## src/rtl/mem_access_if.sv

```systemverilog
// Data-memory request/acknowledge bus between the memory-access stage and data memory.
interface mem_access_if;
  logic        dmem_req;
  logic        dmem_we;
  logic [31:0] dmem_addr;
  logic [3:0]  dmem_be;
  logic [31:0] dmem_wdata;
  logic        dmem_ack;
  logic [31:0] dmem_rdata;

  modport master (
    output dmem_req, dmem_we, dmem_addr, dmem_be, dmem_wdata,
    input  dmem_ack, dmem_rdata
  );

  modport slave (
    input  dmem_req, dmem_we, dmem_addr, dmem_be, dmem_wdata,
    output dmem_ack, dmem_rdata
  );
endinterface

```

## src/rtl/mem_access.sv

```systemverilog
// Memory-access pipeline stage: request/ack sequencing with timeout, byte lanes, load extension.
// Defining MEM_MISALIGN_TRAP_EN adds a misaligned-access trap (mem_misalign, mem_fault_addr).
module mem_access #(
  parameter int unsigned TIMEOUT_CYCLES = 16
) (
  input  logic         clk,
  input  logic         rst,
  input  logic         ex_valid,
  input  logic [5:0]   ex_alucode,
  input  logic         ex_is_load,
  input  logic         ex_is_store,
  input  logic         ex_reg_we,
  input  logic [4:0]   ex_dstreg_num,
  input  logic [31:0]  alu_result,
  input  logic [31:0]  ex_store_value,
  output logic         mem_stall,
  mem_access_if.master dmem,
  output logic         wb_valid,
  output logic         wb_we,
  output logic [4:0]   wb_dstreg_num,
  output logic [31:0]  wb_value,
  output logic         mem_fault
`ifdef MEM_MISALIGN_TRAP_EN
  ,
  output logic         mem_misalign,
  output logic [31:0]  mem_fault_addr
`endif
);

  localparam logic [5:0] ALU_LB  = 6'd9;
  localparam logic [5:0] ALU_LH  = 6'd10;
  localparam logic [5:0] ALU_LW  = 6'd11;
  localparam logic [5:0] ALU_LBU = 6'd12;
  localparam logic [5:0] ALU_LHU = 6'd13;
  localparam logic [5:0] ALU_SB  = 6'd14;
  localparam logic [5:0] ALU_SH  = 6'd15;
  localparam logic [5:0] ALU_SW  = 6'd16;
  localparam logic [7:0] TMO_LAST = 8'(TIMEOUT_CYCLES - 1);

  typedef enum logic {IDLE, REQ} state_e;

  state_e      state_q, state_d;
  logic        req_q, req_d, we_q, we_d;
  logic [31:0] addr_q, addr_d, wdata_q, wdata_d;
  logic [3:0]  be_q, be_d;
  logic [5:0]  alucode_q, alucode_d;
  logic [1:0]  lane_q, lane_d;
  logic        is_load_q, is_load_d, reg_we_q, reg_we_d;
  logic [4:0]  dst_q, dst_d;
  logic [7:0]  cnt_q, cnt_d;
  logic        wb_valid_q, wb_valid_d, wb_we_q, wb_we_d, fault_q, fault_d;
  logic [4:0]  wb_dst_q, wb_dst_d;
  logic [31:0] wb_value_q, wb_value_d;

  logic        mem_op, trap, trap_take;
  logic [3:0]  be_req;
  logic [31:0] wdata_req, load_val;
  logic [7:0]  ld_byte;
  logic [15:0] ld_half;

  assign mem_op    = ex_is_load | ex_is_store;
  assign trap_take = (state_q == IDLE) & ex_valid & mem_op & trap;

  always_comb begin
    be_req    = 4'b1111;
    wdata_req = ex_store_value;
    case (ex_alucode)
      ALU_LB, ALU_LBU, ALU_SB: begin
        be_req    = 4'b0001 << alu_result[1:0];
        wdata_req = {4{ex_store_value[7:0]}};
      end
      ALU_LH, ALU_LHU, ALU_SH: begin
        be_req    = alu_result[1] ? 4'b1100 : 4'b0011;
        wdata_req = {2{ex_store_value[15:0]}};
      end
      ALU_LW, ALU_SW: begin
        be_req    = 4'b1111;
        wdata_req = ex_store_value;
      end
      default: ;
    endcase
  end

`ifdef MEM_MISALIGN_TRAP_EN
  always_comb begin
    trap = 1'b0;
    case (ex_alucode)
      ALU_LH, ALU_LHU, ALU_SH: trap = alu_result[0];
      ALU_LW, ALU_SW:          trap = |alu_result[1:0];
      default: ;
    endcase
  end
`else
  assign trap = 1'b0;
`endif

  assign ld_byte = dmem.dmem_rdata[{lane_q, 3'b000} +: 8];
  assign ld_half = lane_q[1] ? dmem.dmem_rdata[31:16] : dmem.dmem_rdata[15:0];

  always_comb begin
    case (alucode_q)
      ALU_LB:  load_val = {{24{ld_byte[7]}}, ld_byte};
      ALU_LBU: load_val = {24'd0, ld_byte};
      ALU_LH:  load_val = {{16{ld_half[15]}}, ld_half};
      ALU_LHU: load_val = {16'd0, ld_half};
      default: load_val = dmem.dmem_rdata;
    endcase
  end

  // NOTE: every signal gets a default before the case so no path leaves one unassigned (no latches).
  always_comb begin
    state_d    = state_q;
    req_d      = req_q;
    we_d       = we_q;
    addr_d     = addr_q;
    be_d       = be_q;
    wdata_d    = wdata_q;
    alucode_d  = alucode_q;
    lane_d     = lane_q;
    is_load_d  = is_load_q;
    reg_we_d   = reg_we_q;
    dst_d      = dst_q;
    cnt_d      = cnt_q;
    wb_valid_d = 1'b0;
    wb_we_d    = 1'b0;
    wb_dst_d   = '0;
    wb_value_d = '0;
    fault_d    = 1'b0;
    mem_stall  = 1'b0;
    case (state_q)
      IDLE: begin
        if (ex_valid && !mem_op) begin
          wb_valid_d = 1'b1;
          wb_we_d    = ex_reg_we;
          wb_dst_d   = ex_dstreg_num;
          wb_value_d = alu_result;
        end else if (trap_take) begin
          wb_valid_d = 1'b1;
          wb_dst_d   = ex_dstreg_num;
        end else if (ex_valid) begin
          mem_stall = 1'b1;
          state_d   = REQ;
          req_d     = 1'b1;
          we_d      = ex_is_store;
          addr_d    = {alu_result[31:2], 2'b00};
          be_d      = be_req;
          wdata_d   = wdata_req;
          alucode_d = ex_alucode;
          lane_d    = alu_result[1:0];
          is_load_d = ex_is_load;
          reg_we_d  = ex_reg_we;
          dst_d     = ex_dstreg_num;
          cnt_d     = '0;
        end
      end
      REQ: begin
        // Ack is checked first so it wins over a timeout expiring in the same cycle.
        if (dmem.dmem_ack) begin
          state_d    = IDLE;
          req_d      = 1'b0;
          wb_valid_d = 1'b1;
          wb_we_d    = is_load_q & reg_we_q;
          wb_dst_d   = dst_q;
          wb_value_d = is_load_q ? load_val : '0;
        end else if (cnt_q == TMO_LAST) begin
          state_d    = IDLE;
          req_d      = 1'b0;
          wb_valid_d = 1'b1;
          wb_dst_d   = dst_q;
          fault_d    = 1'b1;
        end else begin
          mem_stall = 1'b1;
          cnt_d     = cnt_q + 8'd1;
        end
      end
      default: state_d = IDLE;
    endcase
  end

  // NOTE: sequential state uses non-blocking assignments so all flops update from pre-edge values.
  always_ff @(posedge clk or negedge rst) begin
    if (!rst) begin
      state_q    <= IDLE;
      req_q      <= 1'b0;
      we_q       <= 1'b0;
      addr_q     <= '0;
      be_q       <= '0;
      wdata_q    <= '0;
      alucode_q  <= '0;
      lane_q     <= '0;
      is_load_q  <= 1'b0;
      reg_we_q   <= 1'b0;
      dst_q      <= '0;
      cnt_q      <= '0;
      wb_valid_q <= 1'b0;
      wb_we_q    <= 1'b0;
      wb_dst_q   <= '0;
      wb_value_q <= '0;
      fault_q    <= 1'b0;
    end else begin
      state_q    <= state_d;
      req_q      <= req_d;
      we_q       <= we_d;
      addr_q     <= addr_d;
      be_q       <= be_d;
      wdata_q    <= wdata_d;
      alucode_q  <= alucode_d;
      lane_q     <= lane_d;
      is_load_q  <= is_load_d;
      reg_we_q   <= reg_we_d;
      dst_q      <= dst_d;
      cnt_q      <= cnt_d;
      wb_valid_q <= wb_valid_d;
      wb_we_q    <= wb_we_d;
      wb_dst_q   <= wb_dst_d;
      wb_value_q <= wb_value_d;
      fault_q    <= fault_d;
    end
  end

  assign dmem.dmem_req   = req_q;
  assign dmem.dmem_we    = we_q;
  assign dmem.dmem_addr  = addr_q;
  assign dmem.dmem_be    = be_q;
  assign dmem.dmem_wdata = wdata_q;
  assign wb_valid        = wb_valid_q;
  assign wb_we           = wb_we_q;
  assign wb_dstreg_num   = wb_dst_q;
  assign wb_value        = wb_value_q;
  assign mem_fault       = fault_q;

`ifdef MEM_MISALIGN_TRAP_EN
  logic        misalign_q, misalign_d;
  logic [31:0] fault_addr_q, fault_addr_d;

  always_comb begin
    misalign_d   = trap_take;
    fault_addr_d = trap_take ? alu_result : fault_addr_q;
  end

  always_ff @(posedge clk or negedge rst) begin
    if (!rst) begin
      misalign_q   <= 1'b0;
      fault_addr_q <= '0;
    end else begin
      misalign_q   <= misalign_d;
      fault_addr_q <= fault_addr_d;
    end
  end

  assign mem_misalign   = misalign_q;
  assign mem_fault_addr = fault_addr_q;
`endif

endmodule
```

## src/flat_wrapper.sv

```systemverilog
// flat-port wrapper written by rule: the top's interface ports become plain ports
module mem_access_flat 
#(
  parameter int unsigned TIMEOUT_CYCLES = 16
)
  (clk, rst, ex_valid, ex_alucode, ex_is_load, ex_is_store, ex_reg_we, ex_dstreg_num, alu_result, ex_store_value, mem_stall, wb_valid, wb_we, wb_dstreg_num, wb_value, mem_fault, dmem_dmem_req, dmem_dmem_we, dmem_dmem_addr, dmem_dmem_be, dmem_dmem_wdata, dmem_dmem_ack, dmem_dmem_rdata);
  mem_access_if dmem_i ();
  input  logic clk;
  input  logic rst;
  input  logic ex_valid;
  input  logic [5:0] ex_alucode;
  input  logic ex_is_load;
  input  logic ex_is_store;
  input  logic ex_reg_we;
  input  logic [4:0] ex_dstreg_num;
  input  logic [31:0] alu_result;
  input  logic [31:0] ex_store_value;
  output logic mem_stall;
  output logic wb_valid;
  output logic wb_we;
  output logic [4:0] wb_dstreg_num;
  output logic [31:0] wb_value;
  output logic mem_fault;
  output wire logic [$bits(dmem_i.dmem_req)-1:0] dmem_dmem_req;
  output wire logic [$bits(dmem_i.dmem_we)-1:0] dmem_dmem_we;
  output wire logic [$bits(dmem_i.dmem_addr)-1:0] dmem_dmem_addr;
  output wire logic [$bits(dmem_i.dmem_be)-1:0] dmem_dmem_be;
  output wire logic [$bits(dmem_i.dmem_wdata)-1:0] dmem_dmem_wdata;
  input wire logic [$bits(dmem_i.dmem_ack)-1:0] dmem_dmem_ack;
  input wire logic [$bits(dmem_i.dmem_rdata)-1:0] dmem_dmem_rdata;
  assign dmem_dmem_req = dmem_i.dmem_req;
  assign dmem_dmem_we = dmem_i.dmem_we;
  assign dmem_dmem_addr = dmem_i.dmem_addr;
  assign dmem_dmem_be = dmem_i.dmem_be;
  assign dmem_dmem_wdata = dmem_i.dmem_wdata;
  assign dmem_i.dmem_ack = dmem_dmem_ack;
  assign dmem_i.dmem_rdata = dmem_dmem_rdata;
  mem_access #(.TIMEOUT_CYCLES(TIMEOUT_CYCLES)) u_core (.clk(clk), .rst(rst), .ex_valid(ex_valid), .ex_alucode(ex_alucode), .ex_is_load(ex_is_load), .ex_is_store(ex_is_store), .ex_reg_we(ex_reg_we), .ex_dstreg_num(ex_dstreg_num), .alu_result(alu_result), .ex_store_value(ex_store_value), .mem_stall(mem_stall), .dmem(dmem_i), .wb_valid(wb_valid), .wb_we(wb_we), .wb_dstreg_num(wb_dstreg_num), .wb_value(wb_value), .mem_fault(mem_fault));
endmodule
```

## config.mk

```make
export PLATFORM = sky130hd
export DESIGN_NAME = mem_access_flat
export DESIGN_NICKNAME = d
export VERILOG_FILES = /design/src/rtl/mem_access_if.sv /design/src/rtl/mem_access.sv /design/src/flat_wrapper.sv
export SDC_FILE = /design/constraint.sdc
export NUM_CORES = 1
export LEC_CHECK = 0
export ABC_AREA = 1
export CAP_MARGIN = 20
export CORE_ASPECT_RATIO = 0.8
export CORE_MARGIN = 4
export CORE_UTILIZATION = 49
export DETAILED_ROUTE_END_ITERATION = 10
export HOLD_SLACK_MARGIN = 0.06
export PLACE_DENSITY = 0.83
export SYNTH_ARGS = -nofsm -noshare
export SYNTH_HDL_FRONTEND = slang
export SYNTH_SLANG_ARGS = --single-unit
```

## constraint.sdc

```tcl
create_clock -name clk -period 2.3 [get_ports clk]
set_input_delay 0.46 -clock clk [delete_from_list [all_inputs] [get_ports clk]]
set_output_delay 0.46 -clock clk [all_outputs]
set_load 0.02 [all_outputs]
```

==> results.toml <==
[floorplan]
ioPinCount = 225
die_x_um = 137
core_area_sq_um = 13000
chipHeight_um = 111
rows = 37
dieArea_sq_um = 15300
initial_utilization_pct = 50.5

[finish]
drive_gt1_share_pct = 8.36
layout_common_cells = "nand2_1 (368), clkdlybuf4s50_1 (220), dfrtp_1 (132)"
area_delta_synth_final_pct = 47.3
nets = 1216
final_util_pct = 74.4
final_common_cell = "nand2_1"
stdcell_area_sq_um = 9650
instances_no_fill = 1288
n_antenna_cell = 0

[setup_path]
worstPathCellList = "ha_1 -> nand2_1 -> nor2_2 -> nand4_1 -> nand3_2 -> nand2_2 -> clkbuf_2"
critPathMaxStageDelay_ns = 0.41
slowest_stage = "dfrtp_1"
reg2reg_to = "u_core.wb_value[16]$_DFF_PN0_"
endpoint_kind = "primary output"
ff2ff_path_depth = 9
path_class = "flip-flop to primary output"
cp.arrival_ns = 1.65
cp_max_fo = 4
crit_buf_inv = 1
r2r_slack_ns = 0.33
critPathLaunchType = "flip-flop"
crit_required_ns = 1.84
timing.rr.start = "u_core.alucode_q[0]$_DFFE_PN0P_"
path_delay_family = "simple AND/OR/NAND/NOR gates"

[global_route]
grt_max_degree = 55
antenna_found_initial = 0
grt_use_total_pct = 26.2
grt_pass1_vias = 6271
grt_pass1_wl_mm = 31.7
grt_overflow = 0

[timing]
setup_viol = 0
fin_crit_ns = 2.11
post-route-period-util_pct = 91.9
hold_viol = 0
setup_ws_ns = 0.185
fmaxAchievable_mhz = 473
slew_headroom_pct = 61.0
skew_ns = 0.00814
slew_viol_final = 0
tightest_slew_ns = 0.585
rsz0062_at_grt = "no"

[hold_path]
whs_path_depth = 2
hold_start = "u_core.dmem.dmem_addr[22]$_DFFE_PN0P_"
holdPathEnd = "u_core.dmem.dmem_addr[22]$_DFFE_PN0P_"
min_path_type = "flip-flop to flip-flop"

[placed_design]
placed_area_sq_um = 9020
place_hpwl_mm = 14.5
place.gp.congestion = 0.892
placement.setup.worst_slack_ns = -0.129
dp_cells = 1255
portBuffers = 222

[detailed_routing]
vias = 6574
drtIter0Drc = 553
antenna_left = 0
drt_wl_total_mm = 20.0
drc = 0
via_per_inst = 5.10
first_pass_iters = 5
routedWlPerCell_um = 15.5

[clocking]
htreeDepth = 4
clk_pin_slew_ns = 0.06
numCtsBuffers = 17
clock_latency_ns = 0.41
cts-root-buf = "clkbuf_16"
cts.sinks = 132
cts_tree = "done"
clk_path_buf_depth = 2

[logic_synthesis]
syn_area_sq_um = 6550
avgSynthCellArea_sq_um = 7.55
ys_async_sr_fraction_pct = 100
synth_area_leader_cell = "dfrtp_1"
synth_top_cell_area_share_pct = 50.4
postSynthCellCount = 868
synth_cell_types = 36
synthTopCellsByArea = "dfrtp_1 (50%), nand2_1 (21%), inv_1 (4.9%), nand3_1 (4.4%), o21ai_0 (3.9%)"
synth_top_flop_cell = "dfrtp_1"
synth.yosys.seq_area_share_pct = 50.4
synth_edf_count = 0
ys_ff_latch = 132
synth_warnings = 0

[status]
status = "finished, final reports clean"

[power]
ir_worst_vdd_v = 0.000571
p_leak_nw = 4.86
powerDensity_nw_per_um2 = 857

[job]
cap_violations = 0
==> repair_timing <==
| action | CTS | global route |
|---|---|---|
| buffers inserted | 1 | 0 |
| hold endpoints to repair | 52 | 0 |
| cloned | 0 | 0 |
| hold buffers | 1 | 0 |
| endpoints found under the setup margin | 1 | 1 |
| pin swaps | 1 | 0 |
| resized for setup | 4 | 1 |
==> cell type report <==
class                   instances  area (sq um)
flip-flops and latches        132          3300
well taps                     175           219
multi-input cells             608          2710
clock inverters                12           155
clock buffers                  19           453
fillers                       926          3310
inverters                      91           347
repair buffers                251          2460
==> worst max path at each step <==
stage | startpoint | endpoint | slack [ns] | cells past startpoint
final | u_core.cnt_q[0]$_DFFE_PN0P_ | mem_stall | 0.19 | 7
after global routing | u_core.cnt_q[0]$_DFFE_PN0P_ | mem_stall | 0.07 | 7
after CTS | u_core.cnt_q[0]$_DFFE_PN0P_ | mem_stall | 0.02 | 7
after detailed placement | ex_is_store | mem_stall | -0.13 | 7
after global placement | ex_is_store | mem_stall | -0.1 | 7
after floorplan | u_core.cnt_q[0]$_DFFE_PN0P_ | mem_stall | 0.68 | 6
==> synth_stat cells, types with 2 or more instances <==
library cell / number
a22oi_1: 7
nand3_1: 58
buf_2: 23
buf_1: 2
buf_6: 2
inv_4: 2
nor2_1: 48
a21oi_1: 23
buf_4: 4
nand4_1: 9
dfrtp_1: 132
xor2_1: 4
a21oi_2: 10
nand2_1: 368
o211ai_1: 7
inv_1: 85
nor2_2: 2
or2_2: 2
o21ai_0: 51
inv_2: 3
nand2_2: 5
clkbuf_1: 7
==> registers in the layout (all words and copies together), names as in the netlist <==
signal and count:
u_core.alucode_q 6, u_core.cnt_q 8, u_core.dmem.dmem_addr 30, u_core.dmem.dmem_be 4, u_core.dmem.dmem_req 1, u_core.dmem.dmem_wdata 32, u_core.dmem.dmem_we 1, u_core.dst_q 5
u_core.is_load_q 1, u_core.lane_q 2, u_core.mem_fault 1, u_core.reg_we_q 1, u_core.state_q 1, u_core.wb_dstreg_num 5, u_core.wb_valid 1, u_core.wb_value 32
u_core.wb_we 1
==> cells by family after synthesis <==
logic type | synth area share, %
simple gates | 31.3
flops | 50.4
buf+inv | 8.37
compound gates | 9.07
xor+xnor | 0.535
fa+ha+maj | 0.191
other cells | 0.0573
==> routing by layer <==
layer | part of all wire, % | wire [um] | up-vias | global-route usage [%]
met5 | 0 | 0 | - | 0
met4 | 2.3 | 463 | 0 | 8.38
met3 | 8.9 | 1780 | 36 | 7.00
met2 | 46 | 9160 | 311 | 40.8
met1 | 43 | 8580 | 3049 | 35.9
li1 | - | - | 3178 | -
==> metrics by stage <==
| step | hold slack, ns | setup TNS (ns) | total power [mW] |
|---|---|---|---|
| after floorplan | 0.164 | 0 | 4.27 |
| after global placement | 0.453 | -0.420 | 5.46 |
| after detailed placement | 0.457 | -2.25 | 5.51 |
| after CTS | 0.471 | 0 | 8.30 |
| after global routing | 0.488 | 0 | 8.67 |
| final | 0.470 | 0 | 8.27 |
==> where the power goes <==
part | total, mW | switching [mW] | internal [mW]
Combinational | 2.51 | 1.41 | 1.11
Sequential | 2.98 | 0.254 | 2.73
Clock | 2.77 | 1.01 | 1.76
Total | 8.27 | 2.67 | 5.59
==> worst reg2reg max path, cell delays in order, from the launching register on <==
cell     delay, ns
dfrtp_1       0.40
inv_1         0.08
nor2_1        0.05
nand3_1       0.12
nand2_2       0.17
nor2_4        0.37
buf_4         0.36
nand2_1       0.10
nand3_1       0.13
nand2_1       0.08
No activity file was read; power rests on OpenSTA's default activity.
